===== config.mk =====
export PLATFORM = sky130hd
export DESIGN_NAME = alu_z_stage_flat
export DESIGN_NICKNAME = d
export VERILOG_FILES = /design/src/rtl/alu_z_stage_if.sv /design/src/rtl/alu_z_stage.sv /design/src/flat_wrapper.sv
export SDC_FILE = /design/constraint.sdc
export NUM_CORES = 1
export LEC_CHECK = 0
export ABC_CLOCK_PERIOD_IN_PS = 4500
export CELL_PAD_IN_SITES_DETAIL_PLACEMENT = 1
export CELL_PAD_IN_SITES_GLOBAL_PLACEMENT = 2
export CORE_MARGIN = 1.5
export CORE_UTILIZATION = 45
export CTS_BUF_LIST = sky130_fd_sc_hd__clkbuf_4 sky130_fd_sc_hd__clkbuf_8
export DETAILED_ROUTE_END_ITERATION = 8
export DONT_BUFFER_PORTS = 1
export PLACE_DENSITY_LB_ADDON = 0.12
export SLEW_MARGIN = 10
export SYNTH_ARGS = -nofsm -noshare
export SYNTH_HDL_FRONTEND = slang
export SYNTH_SLANG_ARGS = --single-unit

===== constraint.sdc =====
create_clock -name clk -period 4.5 [get_ports clk]
set_input_delay 0.9 -clock clk [delete_from_list [all_inputs] [get_ports clk]]
set_output_delay 0.9 -clock clk [all_outputs]
set_load 0.01 [all_outputs]

===== src/rtl/alu_z_stage_if.sv =====
// alu_z_stage_if: ALU result / Z-register bus bundle between control, ALU and Z stage.
// master = control/ALU side driving results and requests; slave = the Z stage.
// Pure wiring; no timing of its own.
interface alu_z_stage_if #(
  parameter int DATA_W = 32
);
  logic [DATA_W-1:0] alu_lo;
  logic [DATA_W-1:0] alu_hi;
  logic              alu_valid;
  logic              z_in;
  logic              zlo_out;
  logic              zhi_out;
  logic [DATA_W-1:0] bus_out;
  logic              z_busy;
  logic              z_ready;
  logic              flag_zero;
  logic              flag_neg;
  logic              drive_conflict;
  logic              timeout_err;

  modport master (
    output alu_lo, alu_hi, alu_valid, z_in, zlo_out, zhi_out,
    input  bus_out, z_busy, z_ready, flag_zero, flag_neg, drive_conflict, timeout_err
  );

  modport slave (
    input  alu_lo, alu_hi, alu_valid, z_in, zlo_out, zhi_out,
    output bus_out, z_busy, z_ready, flag_zero, flag_neg, drive_conflict, timeout_err
  );
endinterface


===== src/rtl/alu_z_stage.sv =====
// alu_z_stage: captures ALU lo/hi results into ZLO/ZHI with registered zero/neg flags.
// Latency: 1 cycle from accepted z_in + alu_valid to z_ready; bus drive is combinational.
// Backpressure: a request without alu_valid parks in WAIT (z_busy) until the result arrives.
// Optional macro ALU_Z_STAGE_TIMEOUT_EN abandons WAIT after TIMEOUT cycles and sets timeout_err.
module alu_z_stage #(
  parameter int DATA_W  = 32,
  parameter int TIMEOUT = 64
) (
  input logic          clk,
  input logic          clr,
  alu_z_stage_if.slave zif
);

  typedef enum logic [1:0] {
    IDLE = 2'd0,
    WAIT = 2'd1,
    HOLD = 2'd2
  } state_t;

  // The wait counter must be able to reach TIMEOUT-1, so TIMEOUT below 2 is meaningless.
  if (TIMEOUT < 2) begin : g_timeout_check
    $error("alu_z_stage: TIMEOUT must be at least 2");
  end

  state_t            state_q, state_d;
  logic [DATA_W-1:0] zlo_q, zlo_d;
  logic [DATA_W-1:0] zhi_q, zhi_d;
  logic              fzero_q, fzero_d;
  logic              fneg_q, fneg_d;

`ifdef ALU_Z_STAGE_TIMEOUT_EN
  localparam int CNT_W = $clog2(TIMEOUT + 1);
  logic [CNT_W-1:0] cnt_q, cnt_d;
  logic             terr_q, terr_d;
`endif

  // Next-state and capture decision; a capture always loads Z and both flags together.
  always_comb begin
    state_d = state_q;
    zlo_d   = zlo_q;
    zhi_d   = zhi_q;
    fzero_d = fzero_q;
    fneg_d  = fneg_q;
`ifdef ALU_Z_STAGE_TIMEOUT_EN
    cnt_d   = cnt_q;
    terr_d  = terr_q;
`endif
    case (state_q)
      IDLE, HOLD: begin
        if (zif.z_in) begin
`ifdef ALU_Z_STAGE_TIMEOUT_EN
          terr_d = 1'b0;
`endif
          if (zif.alu_valid) begin
            zlo_d   = zif.alu_lo;
            zhi_d   = zif.alu_hi;
            fzero_d = (zif.alu_lo == '0);
            fneg_d  = zif.alu_lo[DATA_W-1];
            state_d = HOLD;
          end else begin
            state_d = WAIT;
`ifdef ALU_Z_STAGE_TIMEOUT_EN
            cnt_d   = '0;
`endif
          end
        end
      end
      WAIT: begin
        // z_in is deliberately ignored here: the pending request already owns the stage.
        if (zif.alu_valid) begin
          zlo_d   = zif.alu_lo;
          zhi_d   = zif.alu_hi;
          fzero_d = (zif.alu_lo == '0);
          fneg_d  = zif.alu_lo[DATA_W-1];
          state_d = HOLD;
        end
`ifdef ALU_Z_STAGE_TIMEOUT_EN
        else if (cnt_q == CNT_W'(TIMEOUT - 1)) begin
          state_d = IDLE;
          terr_d  = 1'b1;
        end else begin
          cnt_d = cnt_q + 1'b1;
        end
`endif
      end
      default: state_d = IDLE;
    endcase
  end

  // State, Z pair and flags; clr discards any pending capture immediately.
  always_ff @(posedge clk or posedge clr) begin
    if (clr) begin
      state_q <= IDLE;
      zlo_q   <= '0;
      zhi_q   <= '0;
      fzero_q <= 1'b0;
      fneg_q  <= 1'b0;
`ifdef ALU_Z_STAGE_TIMEOUT_EN
      cnt_q   <= '0;
      terr_q  <= 1'b0;
`endif
    end else begin
      state_q <= state_d;
      zlo_q   <= zlo_d;
      zhi_q   <= zhi_d;
      fzero_q <= fzero_d;
      fneg_q  <= fneg_d;
`ifdef ALU_Z_STAGE_TIMEOUT_EN
      cnt_q   <= cnt_d;
      terr_q  <= terr_d;
`endif
    end
  end

  // Bus drive reads the registers only, so a capture-cycle read sees the old Z; ZLO wins a conflict.
  always_comb begin
    if (zif.zlo_out)      zif.bus_out = zlo_q;
    else if (zif.zhi_out) zif.bus_out = zhi_q;
    else                  zif.bus_out = '0;
  end

  assign zif.drive_conflict = zif.zlo_out & zif.zhi_out;
  assign zif.z_busy         = (state_q == WAIT);
  assign zif.z_ready        = (state_q == HOLD);
  assign zif.flag_zero      = fzero_q;
  assign zif.flag_neg       = fneg_q;
`ifdef ALU_Z_STAGE_TIMEOUT_EN
  assign zif.timeout_err    = terr_q;
`else
  assign zif.timeout_err    = 1'b0;
`endif

endmodule


===== src/flat_wrapper.sv =====
// flat-port wrapper written by rule: the top's interface ports become plain ports
module alu_z_stage_flat 
#(
  parameter int DATA_W  = 32,
  parameter int TIMEOUT = 64
)
  (clk, clr, zif_alu_lo, zif_alu_hi, zif_alu_valid, zif_z_in, zif_zlo_out, zif_zhi_out, zif_bus_out, zif_z_busy, zif_z_ready, zif_flag_zero, zif_flag_neg, zif_drive_conflict, zif_timeout_err);
  alu_z_stage_if #(.DATA_W(DATA_W)) zif_i ();
  input logic clk;
  input logic clr;
  input wire logic [$bits(zif_i.alu_lo)-1:0] zif_alu_lo;
  input wire logic [$bits(zif_i.alu_hi)-1:0] zif_alu_hi;
  input wire logic [$bits(zif_i.alu_valid)-1:0] zif_alu_valid;
  input wire logic [$bits(zif_i.z_in)-1:0] zif_z_in;
  input wire logic [$bits(zif_i.zlo_out)-1:0] zif_zlo_out;
  input wire logic [$bits(zif_i.zhi_out)-1:0] zif_zhi_out;
  output wire logic [$bits(zif_i.bus_out)-1:0] zif_bus_out;
  output wire logic [$bits(zif_i.z_busy)-1:0] zif_z_busy;
  output wire logic [$bits(zif_i.z_ready)-1:0] zif_z_ready;
  output wire logic [$bits(zif_i.flag_zero)-1:0] zif_flag_zero;
  output wire logic [$bits(zif_i.flag_neg)-1:0] zif_flag_neg;
  output wire logic [$bits(zif_i.drive_conflict)-1:0] zif_drive_conflict;
  output wire logic [$bits(zif_i.timeout_err)-1:0] zif_timeout_err;
  assign zif_i.alu_lo = zif_alu_lo;
  assign zif_i.alu_hi = zif_alu_hi;
  assign zif_i.alu_valid = zif_alu_valid;
  assign zif_i.z_in = zif_z_in;
  assign zif_i.zlo_out = zif_zlo_out;
  assign zif_i.zhi_out = zif_zhi_out;
  assign zif_bus_out = zif_i.bus_out;
  assign zif_z_busy = zif_i.z_busy;
  assign zif_z_ready = zif_i.z_ready;
  assign zif_flag_zero = zif_i.flag_zero;
  assign zif_flag_neg = zif_i.flag_neg;
  assign zif_drive_conflict = zif_i.drive_conflict;
  assign zif_timeout_err = zif_i.timeout_err;
  alu_z_stage #(.DATA_W(DATA_W), .TIMEOUT(TIMEOUT)) u_core (.clk(clk), .clr(clr), .zif(zif_i));
endmodule

Yosys cells after proc, flatten, opt, wreduce, memory -nomap -nowiden
Cells that the tools add are included.
{ "classes": {"n_eq_ne": 4, "mux": 18, "n_bitwise": 1, "reduce_logical": 6} }
{ "op_table": {"columns": ["op", "n"], "rows": [
  ["$mux W32", 6],
  ["$pmux W32 S2", 2],
  ["$logic_not A32 Y1", 1],
  ["$mux W2", 3],
  ["$mux W1", 4],
  ["$ne A2 B2 Y1 const B", 2],
  ["$pmux W1 S2", 2],
  ["$pmux W2 S2", 1],
  ["$reduce_and A2 Y1", 2],
  ["$eq A2 B1 Y1 const B", 1],
  ["$eq A2 B2 Y1 const B", 1],
  ["$logic_not A2 Y1", 1],
  ["$reduce_bool A2 Y1", 1],
  ["$reduce_or A2 Y1", 1],
  ["$and A1 B1 Y1", 1]
]} }
{ "word_totals": {"reg_bits": 68, "inputBits": 70, "output_inout_bits": 38, "wordCells": 34} }

Depth between registers and ports, before layout
Gate-level depths: netlist of the first run.
{ "logic_depth": {"ltp_word": 4, "mapped_depth": 6, "ltp_nobuf": 4} }

Least setup slack after synthesis of the first run
OpenSTA, ideal clock, no wires.
{ "synth_path": {"kind": "input port to output port", "start": "input port zif_zhi_out", "end": "output port zif_bus_out[22]", "t_arrival_ns": 1.788, "required_ns": 3.600, "setup_slack_ns": 1.812, "path_stages": 4, "n_path_buf": 2, "cell_sequence": "clkbuf_1 clkbuf_1 nand2_1 o21ai_0"} }
{ "synth_via": {"elab_chain_cells": 2} }
{ "synth_rtl": {"columns": ["element", "line", "source"], "rows": [
  ["from (decl)", "flat_wrapper.sv:16", "input wire logic [$bits(zif_i.zhi_out)-1:0] zif_zhi_out;"],
  ["$mux W32", "alu_z_stage.sv:118", "else if (zif.zhi_out) zif.bus_out = zhi_q;"],
  ["$mux W32", "alu_z_stage.sv:117", "if (zif.zlo_out) zif.bus_out = zlo_q;"],
  ["to (decl)", "flat_wrapper.sv:17", "output wire logic [$bits(zif_i.bus_out)-1:0] zif_bus_out;"]
]} }
No other way between the ends.

Worst setup path after layout of the first run
{ "layout_path": {"start": "input port zif_zhi_out", "end": "output port zif_bus_out[10]"} }
Same word-level chain as after synthesis.

==> impl_metrics.json, run 1 <==
{
  "required_ns": 3.60,
  "hold_viol": 0,
  "post_cts_buffers": 0,
  "p_leak_nw": 1.46,
  "worst-path-buf-inv": 0,
  "netlist-cell-type-count": 22,
  "drt_iter0_markers": 56,
  "regArea_mm2": 0.00168,
  "post_dp_cell_area_mm2": 0.00310,
  "clkTransAtPathRegs_ns": 0.07,
  "chipWidth_um": 85.6,
  "cts_resized": 0,
  "worstMarginPinSlew_ns": 1.07,
  "yosysWarnings": 0,
  "post-place-ws_ns": 1.44,
  "rsz0062_at_grt": "false",
  "drive_gt1_share_pct": 33.3,
  "period_minus_slack_ns": 2.68,
  "maxCapViolations": 0,
  "fmax_ghz": 0.373,
  "wirelength_um": 6710,
  "netlist.area_leader.share_pct": 54.6,
  "wl_per_cell_um": 21.2,
  "rows": 29,
  "drc": 8,
  "finalSetupViolCount": 0,
  "cp.arrival_ns": 1.78,
  "grt_pass1_wl_um": 10800,
  "hold_class": "register to register",
  "wl_met1_um": 2820,
  "final_cells": 317,
  "synth.most_common_cell": "dfrtp_1",
  "ff2ff_setup_slack_ns": 2.25,
  "slew_violations": 0,
  "grt_overflow": 0,
  "grt_max_degree": 53,
  "netlist_instances": 239,
  "dr.pass1.iters": 5,
  "hold_depth": 1,
  "num-nets-final": 305,
  "whs_endpoint": "u_core.zhi_q[16]$_DFFE_PP0P_",
  "worst-path-max-fanout": 20,
  "fill_cells": 646,
  "synth_nets": 309,
  "post-route-cell-area_mm2": 0.00330,
  "root_buffer": "clkbuf_8",
  "clockBufferDepth": 2,
  "r2r_cells": 4,
  "end_kind": "output pin",
  "avgSynthCellArea_um2": 12.8,
  "rr_startpoint": "u_core.state_q[0]$_DFFE_PP0P_",
  "finalCritPeriodShare_pct": 59.6,
  "die_y_um": 85.6,
  "cts_inserted_buffers": 9,
  "multi_input_area_mm2": 0.00129,
  "synth_flop_cell": "dfrtp_1",
  "htree_levels": 3,
  "critical-path-top-delay-family": "simple AND/OR/NAND/NOR gates",
  "via_count": 1823,
  "yosysTopAreaCell": "dfrtp_1",
  "start_kind": "input pin",
  "antenna_found_initial": 0,
  "io_pins": 108,
  "cts.sinks": 67,
  "cp_cell_sequence": "nor2b_2 -> a22o_1",
  "io_buffers": 0,
  "coreArea_mm2": 0.00646,
  "final_util_pct": 51.1,
  "synth_commonest_cells": "67 x dfrtp_1, 37 x mux2_2, 37 x nand2_1",
  "gr-usage-all-layers_pct": 19.6,
  "yosysSeqAreaShare_pct": 54.6,
  "dr_wl_met3_um": 474,
  "tns_ns": 0,
  "antennaDiodeCount": 0,
  "ir_worst_vdd_mv": 0.195,
  "rr_endpoint": "u_core.zlo_q[16]$_DFFE_PP0P_",
  "synth_area_leaders": "dfrtp_1 55%, mux2_2 14%, mux2_4 9.8%, nand2_1 4.5%, a22o_1 4.0%",
  "violations": "DRC",
  "worst_slack_ns": 1.82,
  "async_flop_share_pct": 100,
  "routabilityCongestion": 0.719,
  "dp.cells": 301,
  "crit_type": "input pin to output pin",
  "finalClockSkew_ns": 0.00671,
  "ctsHoldBuffers": 0,
  "syn_area_mm2": 0.00307,
  "insertion_delay_ns": 0.33,
  "ys_ff_latch": 67,
  "hp-start": "u_core.zhi_q[16]$_DFFE_PP0P_",
  "dp_hpwl_um": 4750,
  "synth_edf_count": 0,
  "die_area_mm2": 0.00733,
  "start_util_pct": 47.5,
  "top_layer": "met4",
  "final_antenna_net_count": 0,
  "crit_path_top_delay_cell": "nor2b_2",
  "cts_tree": "built",
  "slew_headroom_pct": 28.2,
  "met2_length_um": 3290,
  "status": "complete, but fails checks",
  "viasPerCell": 5.75,
  "cpPeakStageDelay_ns": 0.58,
  "syn2layout_area_growth_pct": 7.50,
  "grt_pass1_vias": 2082,
  "power_density_mw_per_mm2": 480
}
[cell usage in the layout (no fill, tap or decap), drive strengths merged]
master | synthesis | final
o21ba | 1 | 1
nand2b | 1 | 1
o31ai | 1 | 1
a22o | 14 | 14
mux2 | 64 | 64
nor2b | 3 | 3
clkbuf | 8 | 13
o21ai | 20 | 20
nand2 | 37 | 37
buf | 9 | 2
inv | 2 | 2
clkinv | 0 | 1
dfrtp | 67 | 67
nor4 | 8 | 8
nand4 | 2 | 2
clkinvlp | 0 | 2
and2 | 1 | 1
conb | 1 | 1
[final cells by class]
cell class | count | share of cell area (%)
Multi-Input combinational cell | 153 | 39.2
Clock inverter | 3 | 0.607
Sequential cell | 67 | 50.8
Clock buffer | 13 | 5.42
Inverter | 2 | 0.227
Timing Repair Buffer | 2 | 0.834
Tap cell | 77 | 2.92
[power breakdown]
part	internal (mW)	total (mW)	switching [mW]
clock	0.260	0.483	0.224
combinational	0.167	0.298	0.131
sequential	0.731	0.803	0.0720
total	1.16	1.58	0.427
[through the flow]
step | total power [mW] | hold slack, ns
6_report | 1.58 | 0.493
5_1_grt | 1.67 | 0.529
4_1_cts | 1.61 | 0.498
3_5_place_dp | 1.12 | 0.481
3_3_place_gp | 1.10 | 0.476
2_1_floorplan | 1.07 | 0.464
[layer usage]
layer,vias up,global-route usage (%)
met5,-,0
met4,0,8.36
met3,13,6.54
met2,61,31.3
met1,914,24.3
li1,835,-
[cells by family after synthesis]
| kind of cell | share of synthesized area [%] |
|---|---|
| buffers and inverters | 3.59 |
| other | 0.122 |
| flip-flops | 54.6 |
| multiplexers | 25.9 |
| AO/OA/AOI/OAI | 7.95 |
| AND/OR/NAND/NOR | 7.82 |
[worst reg2reg max path: stages (launching register included)]
cell     delay (ns)
dfrtp_1        0.40
nor2b_4        0.16
o21ai_4        0.84
buf_12         0.34
mux2_2         0.41
[registers in the layout (all words and copies together), names as in the netlist]
signal	cells
u_core.zif.flag_neg	1
u_core.zlo_q	31
u_core.state_q	2
u_core.zhi_q	32
u_core.zif.flag_zero	1
[worst max path at each step]
stage           startpoint               to  slack (ns)  depth (start not counted)
5_1_grt        zif_zhi_out  zif_bus_out[11]        1.71                          2
2_1_floorplan  zif_zhi_out  zif_bus_out[22]        1.81                          4
6_report       zif_zhi_out  zif_bus_out[10]        1.82                          2
3_5_place_dp   zif_zhi_out  zif_bus_out[10]        1.44                          2
4_1_cts        zif_zhi_out  zif_bus_out[10]        1.43                          2
3_3_place_gp   zif_zhi_out   zif_bus_out[9]        1.48                          2
No activity file was read; power rests on OpenSTA's default activity.
==> run 2, diff against run 1 <==
--- a/config.mk
+++ b/config.mk
@@ -5,11 +5,12 @@
 export SDC_FILE = /design/constraint.sdc
 export NUM_CORES = 1
 export LEC_CHECK = 0
-export ABC_CLOCK_PERIOD_IN_PS = 4500
+export ABC_AREA = 1
+export ABC_CLOCK_PERIOD_IN_PS = 2550
 export CELL_PAD_IN_SITES_DETAIL_PLACEMENT = 1
 export CELL_PAD_IN_SITES_GLOBAL_PLACEMENT = 2
 export CORE_MARGIN = 1.5
-export CORE_UTILIZATION = 45
+export CORE_UTILIZATION = 36
 export CTS_BUF_LIST = sky130_fd_sc_hd__clkbuf_4 sky130_fd_sc_hd__clkbuf_8
 export DETAILED_ROUTE_END_ITERATION = 8
 export DONT_BUFFER_PORTS = 1
==> constraint.sdc (replaced) <==
create_clock -name clk -period 2.55 [get_ports clk]
set_input_delay 0.51 -clock clk [delete_from_list [all_inputs] [get_ports clk]]
set_output_delay 0.51 -clock clk [all_outputs]
set_load 0.01 [all_outputs]
==> impl_metrics.json, run 2 <==
{
  "maxCapViolations": 0,
  "cp.arrival_ns": 1.45,
  "clkTransAtPathRegs_ns": 0.07,
  "power_density_mw_per_mm2": 771,
  "finalClockSkew_ns": 0.00774,
  "synth_top_family_by_area": "simple AND/OR/NAND/NOR gates",
  "grt_overflow": 0,
  "netlist.area_leader.share_pct": 54.3,
  "grt_pass1_vias": 2502,
  "muxShareOfSynthArea_pct": 0,
  "clockBufferDepth": 2,
  "largestRegisters": "u_core.zhi_q x32, u_core.zlo_q x31, u_core.state_q x2",
  "period_minus_slack_ns": 1.96,
  "end_kind": "output pin",
  "num-nets-final": 475,
  "io_pins": 108,
  "power_mw": 2.68,
  "dr.pass1.iters": 4,
  "die_area_mm2": 0.00914,
  "viasPerCell": 4.80,
  "status": "finished clean",
  "worst-path-buf-inv": 2,
  "grt_pass1_wl_um": 12400,
  "antennaDiodeCount": 0,
  "finalSetupViolCount": 0,
  "synth.most_common_cell": "nand2_1",
  "routabilityCongestion": 0.736,
  "htree_levels": 3,
  "hold_class": "input pin to asynchronous set/reset pin",
  "gr-usage-all-layers_pct": 18.0,
  "tns_ns": 0,
  "worst_slack_ns": 0.588,
  "synth_edf_count": 0,
  "synth_compound_gate_area_share_pct": 12.0,
  "synth_commonest_cells": "140 x nand2_1, 67 x dfrtp_1, 46 x inv_1",
  "cts_inserted_buffers": 9,
  "cpPeakStageDelay_ns": 0.37,
  "rr_endpoint": "u_core.zlo_q[8]$_DFFE_PP0P_",
  "synth_area_leaders": "dfrtp_1 54%, nand2_1 17%, o21ai_0 5.8%, inv_1 5.6%, o21ai_1 5.3%",
  "wirelength_um": 7770,
  "antenna_found_initial": 0,
  "largest_register_ffs": 32,
  "p_leak_nw": 1.77,
  "hold_viol": 0,
  "final_cell_mix": "140 x nand2_1, 67 x dfrtp_1, 45 x inv_1",
  "post_cts_buffers": 0,
  "dp_hpwl_um": 5430,
  "ir_worst_vdd_mv": 0.302,
  "worstMarginPinSlew_ns": 0.689,
  "synthAdderAreaFrac_pct": 0,
  "grt_max_degree": 39,
  "ctsHoldBuffers": 0,
  "yosysTopAreaCell": "dfrtp_1",
  "yosysSeqAreaShare_pct": 54.3,
  "multi_input_area_mm2": 0.00108,
  "coreArea_mm2": 0.00826,
  "drt_iter0_markers": 67,
  "root_buffer": "clkbuf_8",
  "syn2layout_area_growth_pct": 12.8,
  "synth_xor_area_share_pct": 0,
  "cts_tree": "built",
  "netlist-cell-type-count": 17,
  "final_cells": 515,
  "insertion_delay_ns": 0.33,
  "via_count": 2472,
  "largest_register": "u_core.zhi_q",
  "start_util_pct": 37.4,
  "final_antenna_net_count": 0,
  "synth_nets": 462,
  "critical-path-top-delay-family": "simple AND/OR/NAND/NOR gates",
  "fill_cells": 1027,
  "worst_hold_slack_ns": 0.145,
  "cts_resized": 0,
  "io_buffers": 0,
  "post-place-ws_ns": 0.544,
  "dp.cells": 499,
  "die_y_um": 95.6,
  "required_ns": 2.04,
  "cts.sinks": 67,
  "start_kind": "input pin",
  "ys_ff_latch": 67,
  "fmax_ghz": 0.510,
  "avgSynthCellArea_um2": 7.88,
  "final_common_cell": "nand2_1",
  "crit_path_top_delay_cell": "nand2_1",
  "crit_type": "input pin to output pin",
  "rr_startpoint": "u_core.state_q[0]$_DFFE_PP0P_",
  "netlist_instances": 392,
  "wl_per_cell_um": 15.1,
  "slew_headroom_pct": 54.0,
  "ff2ff_setup_slack_ns": 0.92,
  "rows": 33,
  "syn_area_mm2": 0.00309,
  "finalCritPeriodShare_pct": 76.9,
  "chipWidth_um": 95.6,
  "worst-path-max-fanout": 18,
  "synth_flop_cell": "dfrtp_1",
  "slew_violations": 0,
  "drc": 0,
  "drive_gt1_share_pct": 11.2,
  "async_flop_share_pct": 100,
  "r2r_cells": 6,
  "yosysWarnings": 0,
  "regArea_mm2": 0.00168,
  "cp_cell_sequence": "inv_1 -> nand2_1 -> o21ai_0 -> buf_4",
  "synth_simple_gate_area_share_pct": 22.9,
  "rsz0062_at_grt": "false"
}
-- run 2: changes by cell type after synthesis, moves of 17 or more --
cell     before  now
mux2_4       20    0
mux2_2       37    0
inv_1         2   46
nand3_1       0   18
o21ai_1       0   33
nand2_1      37  140
o21ai_0      19   36
nor2_1        0   20
-- run 2: report_power, final --
group | internal (mW) | leakage, nW | total (mW) | switching, mW
registers | 1.24 | 0.827 | 1.32 | 0.0735
clock network | 0.481 | 0.107 | 0.862 | 0.381
logic | 0.191 | 0.836 | 0.504 | 0.314
total | 1.92 | 1.77 | 2.68 | 0.768
-- run 2: layout make-up --
type	instances	share of cell area [%]
clock buffer	15	5.57
clock inverter	1	0.144
inverter	48	5.17
multi-input combinational	254	31.1
sequential	67	48.1
tap	105	3.77
timing repair buffer	25	6.11
-- run 2: cells by family (layout without fill, tap and decap cells) --
group,count (synthesis),after routing
simple gates,180,180
compound gates,73,73
buf+inv,71,89
flops,67,67
other cells,1,1
-- run 2: worst max-delay path by stage --
| stage | startpoint | end | slack, ns | cells after the start |
|---|---|---|---|---|
| 3_3_place_gp | zif_zlo_out | zif_bus_out[29] | 0.57 | 4 |
| 5_1_grt | zif_zlo_out | zif_bus_out[29] | 0.44 | 4 |
| 3_5_place_dp | zif_zlo_out | zif_bus_out[19] | 0.54 | 4 |
| 2_1_floorplan | clr | u_core.state_q[0]$_DFFE_PP0P_ | 0.36 | 1 |
| 4_1_cts | zif_zlo_out | zif_bus_out[19] | 0.54 | 4 |
| 6_report | zif_zlo_out | zif_bus_out[29] | 0.59 | 4 |
-- run 2: stage by stage --
stage	instance area, um^2	utilization, %
after floorplan	3090	-
after global placement	3280	39.8
after detailed placement	3280	39.8
after CTS	3480	42.2
after global routing	3480	42.2
final	3480	42.2
-- run 2: routing by layer --
layer | share of wire, % | vias up | global-route usage (%)
met5 | 0 | - | 0
met2 | 47 | 66 | 28.8
met4 | 1.1 | 0 | 6.62
met1 | 45 | 1166 | 23.6
li1 | - | 1232 | -
met3 | 6.7 | 8 | 4.31
==> run 3, diff against run 2 <==
--- a/config.mk
+++ b/config.mk
@@ -6,7 +6,7 @@
 export NUM_CORES = 1
 export LEC_CHECK = 0
 export ABC_AREA = 1
-export ABC_CLOCK_PERIOD_IN_PS = 2550
+export ABC_CLOCK_PERIOD_IN_PS = 1900
 export CELL_PAD_IN_SITES_DETAIL_PLACEMENT = 1
 export CELL_PAD_IN_SITES_GLOBAL_PLACEMENT = 2
 export CORE_MARGIN = 1.5
==> constraint.sdc (replaced) <==
create_clock -name clk -period 1.9 [get_ports clk]
set_input_delay 0.38 -clock clk [delete_from_list [all_inputs] [get_ports clk]]
set_output_delay 0.38 -clock clk [all_outputs]
set_load 0.01 [all_outputs]
==> impl_metrics.json, run 3 (synthesis gave the netlist of run 2 again) <==
{
  "status": "finished clean",
  "num-nets-final": 478,
  "required_ns": 1.52,
  "drc": 0,
  "viasPerCell": 4.84,
  "clkTransAtPathRegs_ns": 0.08,
  "io_buffers": 0,
  "dr.pass1.iters": 4,
  "use_met1_pct": 24.2,
  "cts_inserted_buffers": 9,
  "grt_pass1_vias": 2628,
  "finalCritPeriodShare_pct": 77.9,
  "finalSetupViolCount": 0,
  "wl_per_cell_um": 15.4,
  "clockBufferDepth": 2,
  "final_cell_mix": "140 x nand2_1, 67 x dfrtp_1, 45 x inv_1",
  "cp.arrival_ns": 1.10,
  "antennaDiodeCount": 0,
  "cts_tree": "built",
  "use_met2_pct": 29.9,
  "syn2layout_area_growth_pct": 15.0,
  "final_util_pct": 43.0,
  "coreArea_mm2": 0.00826,
  "htree_levels": 3,
  "tns_ns": 0,
  "ir_worst_vdd_mv": 0.495,
  "start_kind": "register",
  "fmax_ghz": 0.676,
  "met3_usage_pct": 6.38,
  "crit_type": "register to output pin",
  "worstMarginPinSlew_ns": 0.546,
  "grt_pass1_wl_um": 12800,
  "largest_register_ffs": 32,
  "worst-path-max-fanout": 2,
  "power_density_mw_per_mm2": 1070,
  "grt_most_used_layer": "met2",
  "root_buffer": "clkbuf_8",
  "cts_resized": 0,
  "finalClockSkew_ns": 0.00879,
  "largestRegisters": "u_core.zhi_q x32, u_core.zlo_q x31, u_core.state_q x2",
  "rows": 33,
  "hold_viol": 0,
  "die_y_um": 95.6,
  "cts.sinks": 67,
  "wirelength_um": 7990,
  "via_count": 2508,
  "die_area_mm2": 0.00914,
  "final_antenna_net_count": 0,
  "gr-usage-all-layers_pct": 18.8,
  "post_cts_buffers": 0,
  "drt_iter0_markers": 29,
  "largest_register": "u_core.zhi_q",
  "insertion_delay_ns": 0.34,
  "grt_overflow": 0,
  "hold_class": "input pin to register",
  "io_pins": 108,
  "antenna_found_initial": 0,
  "chipWidth_um": 95.6,
  "maxCapViolations": 0,
  "end_kind": "output pin",
  "p_leak_nw": 1.78,
  "grt_max_degree": 46,
  "dp_hpwl_um": 5650,
  "rsz0062_at_grt": "false",
  "slew_headroom_pct": 63.5,
  "final_common_cell": "nand2_1",
  "drive_gt1_share_pct": 11.6,
  "routabilityCongestion": 0.706,
  "slew_violations": 0,
  "start_util_pct": 37.4,
  "period_minus_slack_ns": 1.48
}
run 3: final cells by class:
cell class                 count  area, um^2
multi-input combinational    254        1080
timing repair buffer          28         250
sequential                    67        1680
clock buffer                  10         138
inverter                      48         184
tap                          105         131
clock inverter                 6        88.8
fill                        1023        4710
run 3: layer usage:
layer | vias up | wire length (um)
met5 | - | 0
met4 | 0 | 89
met3 | 7 | 549
met2 | 71 | 3660
met1 | 1191 | 3700
li1 | 1239 | -
run 3: stage by stage:
stage	setup slack (ns)	area (um^2)	total power, mW	cells	hold slack, ns
3_5_place_dp	0.444	3310	2.50	501	0.325
2_1_floorplan	0.324	3090	2.28	392	0.446
4_1_cts	0.375	3550	3.87	518	0.0798
6_report	0.420	3550	3.81	518	0.0929
3_3_place_gp	0.467	3310	2.47	501	0.325
5_1_grt	0.318	3550	4.05	518	0.0731
run 3: path summary, 6_finish.rpt:
kind	start	to	slack [ns]	cells past startpoint
max	u_core.zlo_q[12]$_DFFE_PP0P_	zif_bus_out[12]	0.42	2
min	zif_alu_valid	u_core.state_q[0]$_DFFE_PP0P_	0.09	1
max reg2reg	u_core.state_q[0]$_DFFE_PP0P_	u_core.zhi_q[20]$_DFFE_PP0P_	0.44	6
min reg2reg	u_core.zhi_q[1]$_DFFE_PP0P_	u_core.zhi_q[1]$_DFFE_PP0P_	0.48	2
max in group asynchronous	clr	u_core.zhi_q[20]$_DFFE_PP0P_	0.72	3
min in group asynchronous	clr	u_core.zhi_q[24]$_DFFE_PP0P_	0.56	2
run 3: repair_timing:
item / in CTS / in global routing
setup endpoints to repair: 0 / 0
hold endpoints to repair: 22 / 0
hold buffers: 1 / 0
run 3: where the power goes:
group | leakage [nW] | internal, mW | switching, mW | total (mW)
Combinational | 0.849 | 0.264 | 0.429 | 0.692
Clock | 0.108 | 0.774 | 0.573 | 1.35
Sequential | 0.827 | 1.67 | 0.101 | 1.77
run 3: critical path, stage by stage, from the launching register on:
cell	delay, ns
dfrtp_1	0.32
inv_1	0.04
o21ai_0	0.40
